<file path="config.mk">
export PLATFORM = sky130hd
export DESIGN_NAME = sim_sw_status_mon
export DESIGN_NICKNAME = d
export VERILOG_FILES = /design/src/rtl/sim_sw_status_pkg.sv /design/src/rtl/sim_sw_status_chan.sv /design/src/rtl/sim_sw_status_mon.sv
export SDC_FILE = /design/constraint.sdc
export NUM_CORES = 1
export LEC_CHECK = 0
export ABC_AREA = 1
export CAP_MARGIN = 20
export CORE_MARGIN = 2
export CORE_UTILIZATION = 25
export CTS_CLUSTER_SIZE = 10
export DETAILED_ROUTE_END_ITERATION = 16
export SKIP_CTS_REPAIR_TIMING = 1
export SYNTH_ARGS = -nofsm -noshare
export SYNTH_HDL_FRONTEND = slang
export SYNTH_SLANG_ARGS = --single-unit
</file>
<file path="constraint.sdc">
create_clock -name clk_i -period 2.25 [get_ports clk_i]
set_input_delay 0.45 -clock clk_i [delete_from_list [all_inputs] [get_ports clk_i]]
set_output_delay 0.45 -clock clk_i [all_outputs]
set_load 0.005 [all_outputs]
</file>
<file path="src/rtl/sim_sw_status_pkg.sv">
`default_nettype none
// ============================================================================
// Module   : sim_sw_status_pkg
// Brief    : Shared status codes, channel state encoding and helpers for the
//            software test-status monitor.
// Revision : 1.0 - initial release
// ============================================================================
package sim_sw_status_pkg;

    // Status codes written by software to its channel's status address
    localparam logic [15:0] c_CODE_BOOT_ROM = 16'hb090;
    localparam logic [15:0] c_CODE_IN_TEST  = 16'h4354;
    localparam logic [15:0] c_CODE_IN_WFI   = 16'h1d1e;
    localparam logic [15:0] c_CODE_PASSED   = 16'h900d;
    localparam logic [15:0] c_CODE_FAILED   = 16'hbaad;

    // Per-channel state; the encoding is visible on chan_state_o
    typedef enum logic [2:0] {
        ST_IDLE      = 3'd0,
        ST_RUNNING   = 3'd1,
        ST_PASSED    = 3'd2,
        ST_FAILED    = 3'd3,
        ST_TIMED_OUT = 3'd4
    } chan_state_e;

    // Terminal states accept no further status writes
    function automatic logic is_terminal(input chan_state_e s);
        return (s == ST_PASSED) || (s == ST_FAILED) || (s == ST_TIMED_OUT);
    endfunction

endpackage
`default_nettype wire

</file>
<file path="src/rtl/sim_sw_status_chan.sv">
`default_nettype none
// ============================================================================
// Module   : sim_sw_status_chan
// Brief    : One monitored channel: status FSM, last accepted status code and
//            sticky unknown-code flag.
// Revision : 1.0 - initial release
// ============================================================================
module sim_sw_status_chan
    import sim_sw_status_pkg::*;
(
    input  logic        clk_i,
    input  logic        rst_ni,
    input  logic        match_i,
    input  logic [15:0] data_i,
    input  logic        expire_i,
    output chan_state_e state_o,
    output chan_state_e state_next_o,
    output logic [15:0] last_status_o,
    output logic        bad_code_o
);

    chan_state_e r_state;
    chan_state_e w_state_next;
    logic [15:0] r_last_status;
    logic        r_bad_code;
    logic        w_run_code;
    logic        w_accept;
    logic        w_unknown;

    // Next-state decode; a Passed/Failed write beats a same-cycle expiry
    always_comb begin
        w_run_code   = (data_i == c_CODE_BOOT_ROM) || (data_i == c_CODE_IN_TEST) ||
                       (data_i == c_CODE_IN_WFI);
        w_accept     = match_i && !is_terminal(r_state);
        w_unknown    = w_accept && !w_run_code &&
                       (data_i != c_CODE_PASSED) && (data_i != c_CODE_FAILED);
        w_state_next = r_state;
        case (r_state)
            ST_IDLE, ST_RUNNING: begin
                if (match_i && (data_i == c_CODE_PASSED)) begin
                    w_state_next = ST_PASSED;
                end else if (match_i && (data_i == c_CODE_FAILED)) begin
                    w_state_next = ST_FAILED;
                end else if ((r_state == ST_RUNNING) && expire_i) begin
                    w_state_next = ST_TIMED_OUT;
                end else if (match_i && w_run_code) begin
                    w_state_next = ST_RUNNING;
                end
            end
            default: begin
                w_state_next = r_state;
            end
        endcase
    end

    // State, last status and sticky bad-code registers
    always_ff @(posedge clk_i or negedge rst_ni) begin
        if (!rst_ni) begin
            r_state       <= ST_IDLE;
            r_last_status <= '0;
            r_bad_code    <= 1'b0;
        end else begin
            r_state <= w_state_next;
            if (w_accept) begin
                r_last_status <= data_i;
            end
            if (w_unknown) begin
                r_bad_code <= 1'b1;
            end
        end
    end

    assign state_o       = r_state;
    assign state_next_o  = w_state_next;
    assign last_status_o = r_last_status;
    assign bad_code_o    = r_bad_code;

endmodule
`default_nettype wire

</file>
<file path="src/rtl/sim_sw_status_mon.sv">
`default_nettype none
// ============================================================================
// Module   : sim_sw_status_mon
// Brief    : Multi-channel software test-status monitor with address decode,
//            global cycle watchdog and sticky done/pass/fail/timeout flags.
// Revision : 1.0 - initial release
// ============================================================================
module sim_sw_status_mon
    import sim_sw_status_pkg::*;
#(
    parameter int                    NUM_CHANNELS     = 2,
    parameter int                    ADDR_WIDTH       = 32,
    parameter logic [ADDR_WIDTH-1:0] STATUS_ADDR_BASE = ADDR_WIDTH'(32'h1000_0000),
    parameter int                    CHANNEL_STRIDE   = 4,
    parameter int                    TIMEOUT_WIDTH    = 32,
    parameter bit                    FAIL_FAST        = 1'b1
) (
    input  logic                                    clk_i,
    input  logic                                    rst_ni,
    input  logic [NUM_CHANNELS-1:0]                 wr_valid_i,
    input  logic [NUM_CHANNELS-1:0][ADDR_WIDTH-1:0] addr_i,
    input  logic [NUM_CHANNELS-1:0][15:0]           data_i,
    input  logic [TIMEOUT_WIDTH-1:0]                timeout_cycles_i,
    output logic [NUM_CHANNELS-1:0][2:0]            chan_state_o,
    output logic [NUM_CHANNELS-1:0][15:0]           last_status_o,
    output logic [NUM_CHANNELS-1:0]                 bad_code_o,
    output logic                                    done_o,
    output logic                                    passed_o,
    output logic                                    failed_o,
    output logic                                    timeout_o
);

    chan_state_e              w_state      [NUM_CHANNELS];
    chan_state_e              w_state_next [NUM_CHANNELS];
    logic [TIMEOUT_WIDTH-1:0] r_wdog_cnt;
    logic                     r_done;
    logic                     w_expire;
    logic                     w_all_term;
    logic                     w_all_passed;
    logic                     w_any_failed;
    logic                     w_any_timeout;
    logic                     w_any_run_next;
    logic                     w_done_set;

    assign w_expire = (timeout_cycles_i != '0) && (r_wdog_cnt >= timeout_cycles_i);

    generate
        for (genvar g = 0; g < NUM_CHANNELS; g++) begin : g_chan
            localparam logic [ADDR_WIDTH-1:0] c_CHAN_ADDR =
                STATUS_ADDR_BASE + ADDR_WIDTH'(g * CHANNEL_STRIDE);

            logic w_match;
            assign w_match = wr_valid_i[g] && (addr_i[g] == c_CHAN_ADDR);

            sim_sw_status_chan u_chan (
                .clk_i         (clk_i),
                .rst_ni        (rst_ni),
                .match_i       (w_match),
                .data_i        (data_i[g]),
                .expire_i      (w_expire),
                .state_o       (w_state[g]),
                .state_next_o  (w_state_next[g]),
                .last_status_o (last_status_o[g]),
                .bad_code_o    (bad_code_o[g])
            );

            assign chan_state_o[g] = w_state[g];
        end
    endgenerate

    // Reductions over the registered channel states
    always_comb begin
        w_all_term     = 1'b1;
        w_all_passed   = 1'b1;
        w_any_failed   = 1'b0;
        w_any_timeout  = 1'b0;
        w_any_run_next = 1'b0;
        for (int i = 0; i < NUM_CHANNELS; i++) begin
            if (!is_terminal(w_state[i]))       w_all_term     = 1'b0;
            if (w_state[i] != ST_PASSED)        w_all_passed   = 1'b0;
            if (w_state[i] == ST_FAILED)        w_any_failed   = 1'b1;
            if (w_state[i] == ST_TIMED_OUT)     w_any_timeout  = 1'b1;
            if (w_state_next[i] == ST_RUNNING)  w_any_run_next = 1'b1;
        end
        w_done_set = w_all_term || (FAIL_FAST && (w_any_failed || w_any_timeout));
    end

    // Watchdog: counts cycles spent with a channel Running, including the
    // entry cycle, so expiry lands T cycles after Running becomes visible
    always_ff @(posedge clk_i or negedge rst_ni) begin
        if (!rst_ni) begin
            r_wdog_cnt <= '0;
        end else if (w_any_run_next && (r_wdog_cnt != '1)) begin
            r_wdog_cnt <= r_wdog_cnt + TIMEOUT_WIDTH'(1);
        end
    end

    // Sticky done, one cycle behind the terminal states it reduces
    always_ff @(posedge clk_i or negedge rst_ni) begin
        if (!rst_ni) begin
            r_done <= 1'b0;
        end else if (w_done_set) begin
            r_done <= 1'b1;
        end
    end

    assign done_o    = r_done;
    assign passed_o  = r_done && w_all_passed;
    assign failed_o  = w_any_failed;
    assign timeout_o = w_any_timeout;

endmodule
`default_nettype wire

</file>
==> flow_metrics.tcl <==
set metrics [dict create \
    async_flop_share_pct 100 \
    worst_pin_slew_ns 0.523 \
    synth_edf_count 0 \
    synth_seq_area_share_pct 32.1 \
    slew_violations 0 \
    postSynthAreaPerCell_um2 6.95 \
    drc 0 \
    finalInstanceArea_mm2 0.00959 \
    maxCapViolations 0 \
    grt_antenna_before_repair 0 \
    critPathArrivalTime_ns 2.72 \
    numCtsBuffers 9 \
    clock_skew_ns 0.00914 \
    synth_warnings 0 \
    period_needed_ns 2.48 \
    synthCells 819 \
    wire_per_inst_um 13.4 \
    hpwl_um 14700 \
    htreeDepth 3 \
    wl_um 18600 \
    ys.flop_type "dfrtp_1" \
    max-slew-margin-rel_pct 65.1 \
    path_common_cell "nand2_1" \
    setup.worst_path.start_class "flip-flop" \
    cp.required_ns 2.49 \
    antenna_cells 0 \
    grt_pass1_wl_um 29700 \
    cts_tree "built" \
    coreArea_mm2 0.0225 \
    power.density_mw_per_mm2 352 \
    die_y_um 155 \
    end_kind "flip-flop" \
    p_leak_uw 0.00457 \
    dpl_cell_area_mm2 0.00859 \
    timing.final.crit_share_pct 110 \
    ys_types 42 \
    grt_pass1_vias 6124 \
    violations "setup timing" \
    worst_slack_ns -0.231 \
    dpl.cell_count 1373 \
    num_rows 55 \
    grtUsageTotal_pct 15.2 \
    rsz0062_at_grt "yes" \
    syn-num-nets 984 \
    synth_area_leaders "dfrtp_1 (32%), nand2_1 (13%), inv_1 (8.0%), ha_1 (7.2%), nand3_1 (6.0%)" \
    drtIter0Drc 248 \
    postRouteAntennaNets 0 \
    cts_buffer_depth 2 \
    fmax_mhz 403 \
    synth-seq-cells 73 \
    gp_congestion 0.881 \
    drt-vias-per-instance 4.50 \
    overflow 0 \
    cpPeakStageDelay_ns 0.42 \
    hold_viol 0 \
    initial_utilization_pct 25.3 \
    critPathKind "reg2reg" \
    fin_cells 1395 \
    clkSlewWorstSetupHoldPaths_ns 0.07 \
    netlist.area_leader.share_pct 32.1 \
    grt_max_degree 36 \
    report.final.setup_viol 32 \
    peakVddDrop_uv 394 \
    cts-root-buf "clkbuf_16" \
    insertion_delay_ns 0.35 \
    die-area_mm2 0.0240 \
    dieWidth_um 155 \
    outcome "finished with violations" \
    cp_slowest_cell "dfrtp_1" \
    syn_area_mm2 0.00570 \
    firstDrtPassIters 4 \
    port_buffers 175 \
    worstPathMaxFanout 7 \
    area_growth_pct 68.3 \
    fillerInstances 2281 \
    critPathTopFamily "simple AND/OR/NAND/NOR gates" \
    drive_above_1_share_pct 25.6 \
    num_vias 6277 \
    cp.buffers_inverters 1 \
    numClockSinks 73 \
    yosys.area.top_type "dfrtp_1" \
    fin_util_pct 42.6 \
    hold_path_class "in2async" \
    pin_count 176 \
    worstPathCellList "ha_4, nand2_4, nor2_4, nand4_1, nor2_4, nand2_2, nand2_2, nand3_2, nand2_1, nand2_1, nand2_1, nand2_1, nand2_2, nand2_8, clkbuf_16, nand3_1, nand2_1" \
    layout.nets 1270 \
]
## synthesized netlist by cell type, types with 2 or more instances
master    count
buf_2         3
o21a_1        2
nor3_1       40
o22ai_1       2
xor2_1       19
mux2_2        3
o21ai_0      36
dfrtp_1      73
a21oi_1      19
o31ai_1       2
nor4_1       25
xnor2_1       7
nand2_8       2
nand2_1     195
or2_2         7
nor2_1       67
nand4_1      35
buf_4         5
ha_1         33
clkbuf_1      6
inv_1       122
buf_12        2
nand2_2      23
nor2_2        2
nand3_1      68
or2_1         5
## final cells by class
type                            instances  area, um2  share of cell area, %
Clock buffer                           10        239                   2.49
Clock inverter                          6       72.6                  0.757
Inverter                              124        465                   4.86
Multi-Input combinational cell        607       3830                   40.0
Sequential cell                        73       1830                   19.1
Tap cell                              285        357                   3.72
Timing Repair Buffer                  290       2800                   29.2
## layout by cell type, fill, tap and decap left out, types with 2 or more instances in the layout
| cell | count |
|---|---|
| a21oi_1 | 10 |
| a21oi_2 | 7 |
| a21oi_4 | 2 |
| buf_12 | 6 |
| buf_4 | 108 |
| clkbuf_16 | 11 |
| clkdlybuf4s50_1 | 145 |
| dfrtp_1 | 73 |
| dlymetal6s2s_1 | 29 |
| ha_1 | 10 |
| ha_2 | 2 |
| ha_4 | 21 |
| inv_1 | 90 |
| inv_2 | 33 |
| inv_6 | 3 |
| mux2_2 | 3 |
| nand2_1 | 174 |
| nand2_2 | 39 |
| nand2_4 | 6 |
| nand2_8 | 3 |
| nand3_1 | 55 |
| nand3_2 | 14 |
| nand4_1 | 35 |
| nor2_1 | 62 |
| nor2_2 | 3 |
| nor2_4 | 4 |
| nor3_1 | 38 |
| nor3_2 | 3 |
| nor4_1 | 24 |
| nor4_2 | 2 |
| o21a_1 | 2 |
| o21ai_0 | 32 |
| o21ai_1 | 2 |
| o22ai_1 | 2 |
| o31ai_1 | 2 |
| or2_1 | 5 |
| or2_2 | 7 |
| xnor2_1 | 7 |
| xor2_1 | 19 |
## final timing paths
kind / slack (ns) / depth (start not counted) / to / startpoint
min reg2reg: 0.47 / 2 / g_chan[1].u_chan.bad_code_o$_DFFE_PN0P_ / g_chan[1].u_chan.bad_code_o$_DFFE_PN0P_
max reg2reg: -0.23 / 17 / r_wdog_cnt[22]$_DFFE_PN0P_ / r_wdog_cnt[20]$_DFFE_PN0P_
max in group asynchronous: 1.56 / 2 / r_wdog_cnt[15]$_DFFE_PN0P_ / rst_ni
min in group clk_i: 0.47 / 2 / g_chan[1].u_chan.bad_code_o$_DFFE_PN0P_ / g_chan[1].u_chan.bad_code_o$_DFFE_PN0P_
max: -0.23 / 17 / r_wdog_cnt[22]$_DFFE_PN0P_ / r_wdog_cnt[20]$_DFFE_PN0P_
min: 0.07 / 1 / g_chan[1].u_chan.last_status_o[2]$_DFFE_PN0P_ / rst_ni
## metrics by stage
stage	TNS [ns]	setup slack, ns	hold slack [ns]	power (uW)
global placement	-26.35	-0.738	0.455	1830
detailed placement	-27.78	-0.786	0.462	1840
CTS	-13.21	-0.441	0.0804	3380
global route	-10.93	-0.355	0.108	3530
floorplan	0	0.0307	0.154	1460
finish	-6.63	-0.231	0.0734	3380
## power by group
group / total [uW] / switching (uW) / internal, uW
logic: 540 / 220 / 320
registers: 1310 / 0.00000151 / 1310
clock network: 1530 / 624 / 903
total: 3380 / 843 / 2540
## sequential cells by signal, indices dropped and copies added, names as in the netlist
signal and flops:
g_chan.u_chan.state_o 6, g_chan.u_chan.last_status_o 32, g_chan.u_chan.bad_code_o 2, r_wdog_cnt 32, done_o 1
## worst register-to-register path, delay by kind of cell (launching register included)
| family | cells | cell delay, ns |
|---|---|---|
| buffers and inverters | 1 | 0.19 |
| flip-flops | 1 | 0.42 |
| adder cells (fa/ha/maj) | 1 | 0.29 |
| AND/OR/NAND/NOR | 15 | 1.47 |
## metal layers
layer | global-route usage (%) | wire (um) | vias to the layer above
li1 | - | - | 3279
met1 | 20.9 | 8880 | 2847
met2 | 24.6 | 8690 | 129
met3 | 2.48 | 747 | 22
met4 | 4.54 | 318 | 0
met5 | 0 | 0 | -
## kinds of logic (layout without fill, tap and decap cells)
kind of cell	after synthesis	count (layout)	synth area share, %
multiplexers	3	3	0.593
buffers and inverters	140	430	10.2
AO/OA/AOI/OAI	64	64	5.98
AND/OR/NAND/NOR	480	481	39.9
adder cells (fa/ha/maj)	33	33	7.25
flip-flops	73	73	32.1
XOR/XNOR	26	26	4.00
No activity file was read; power rests on OpenSTA's default activity.
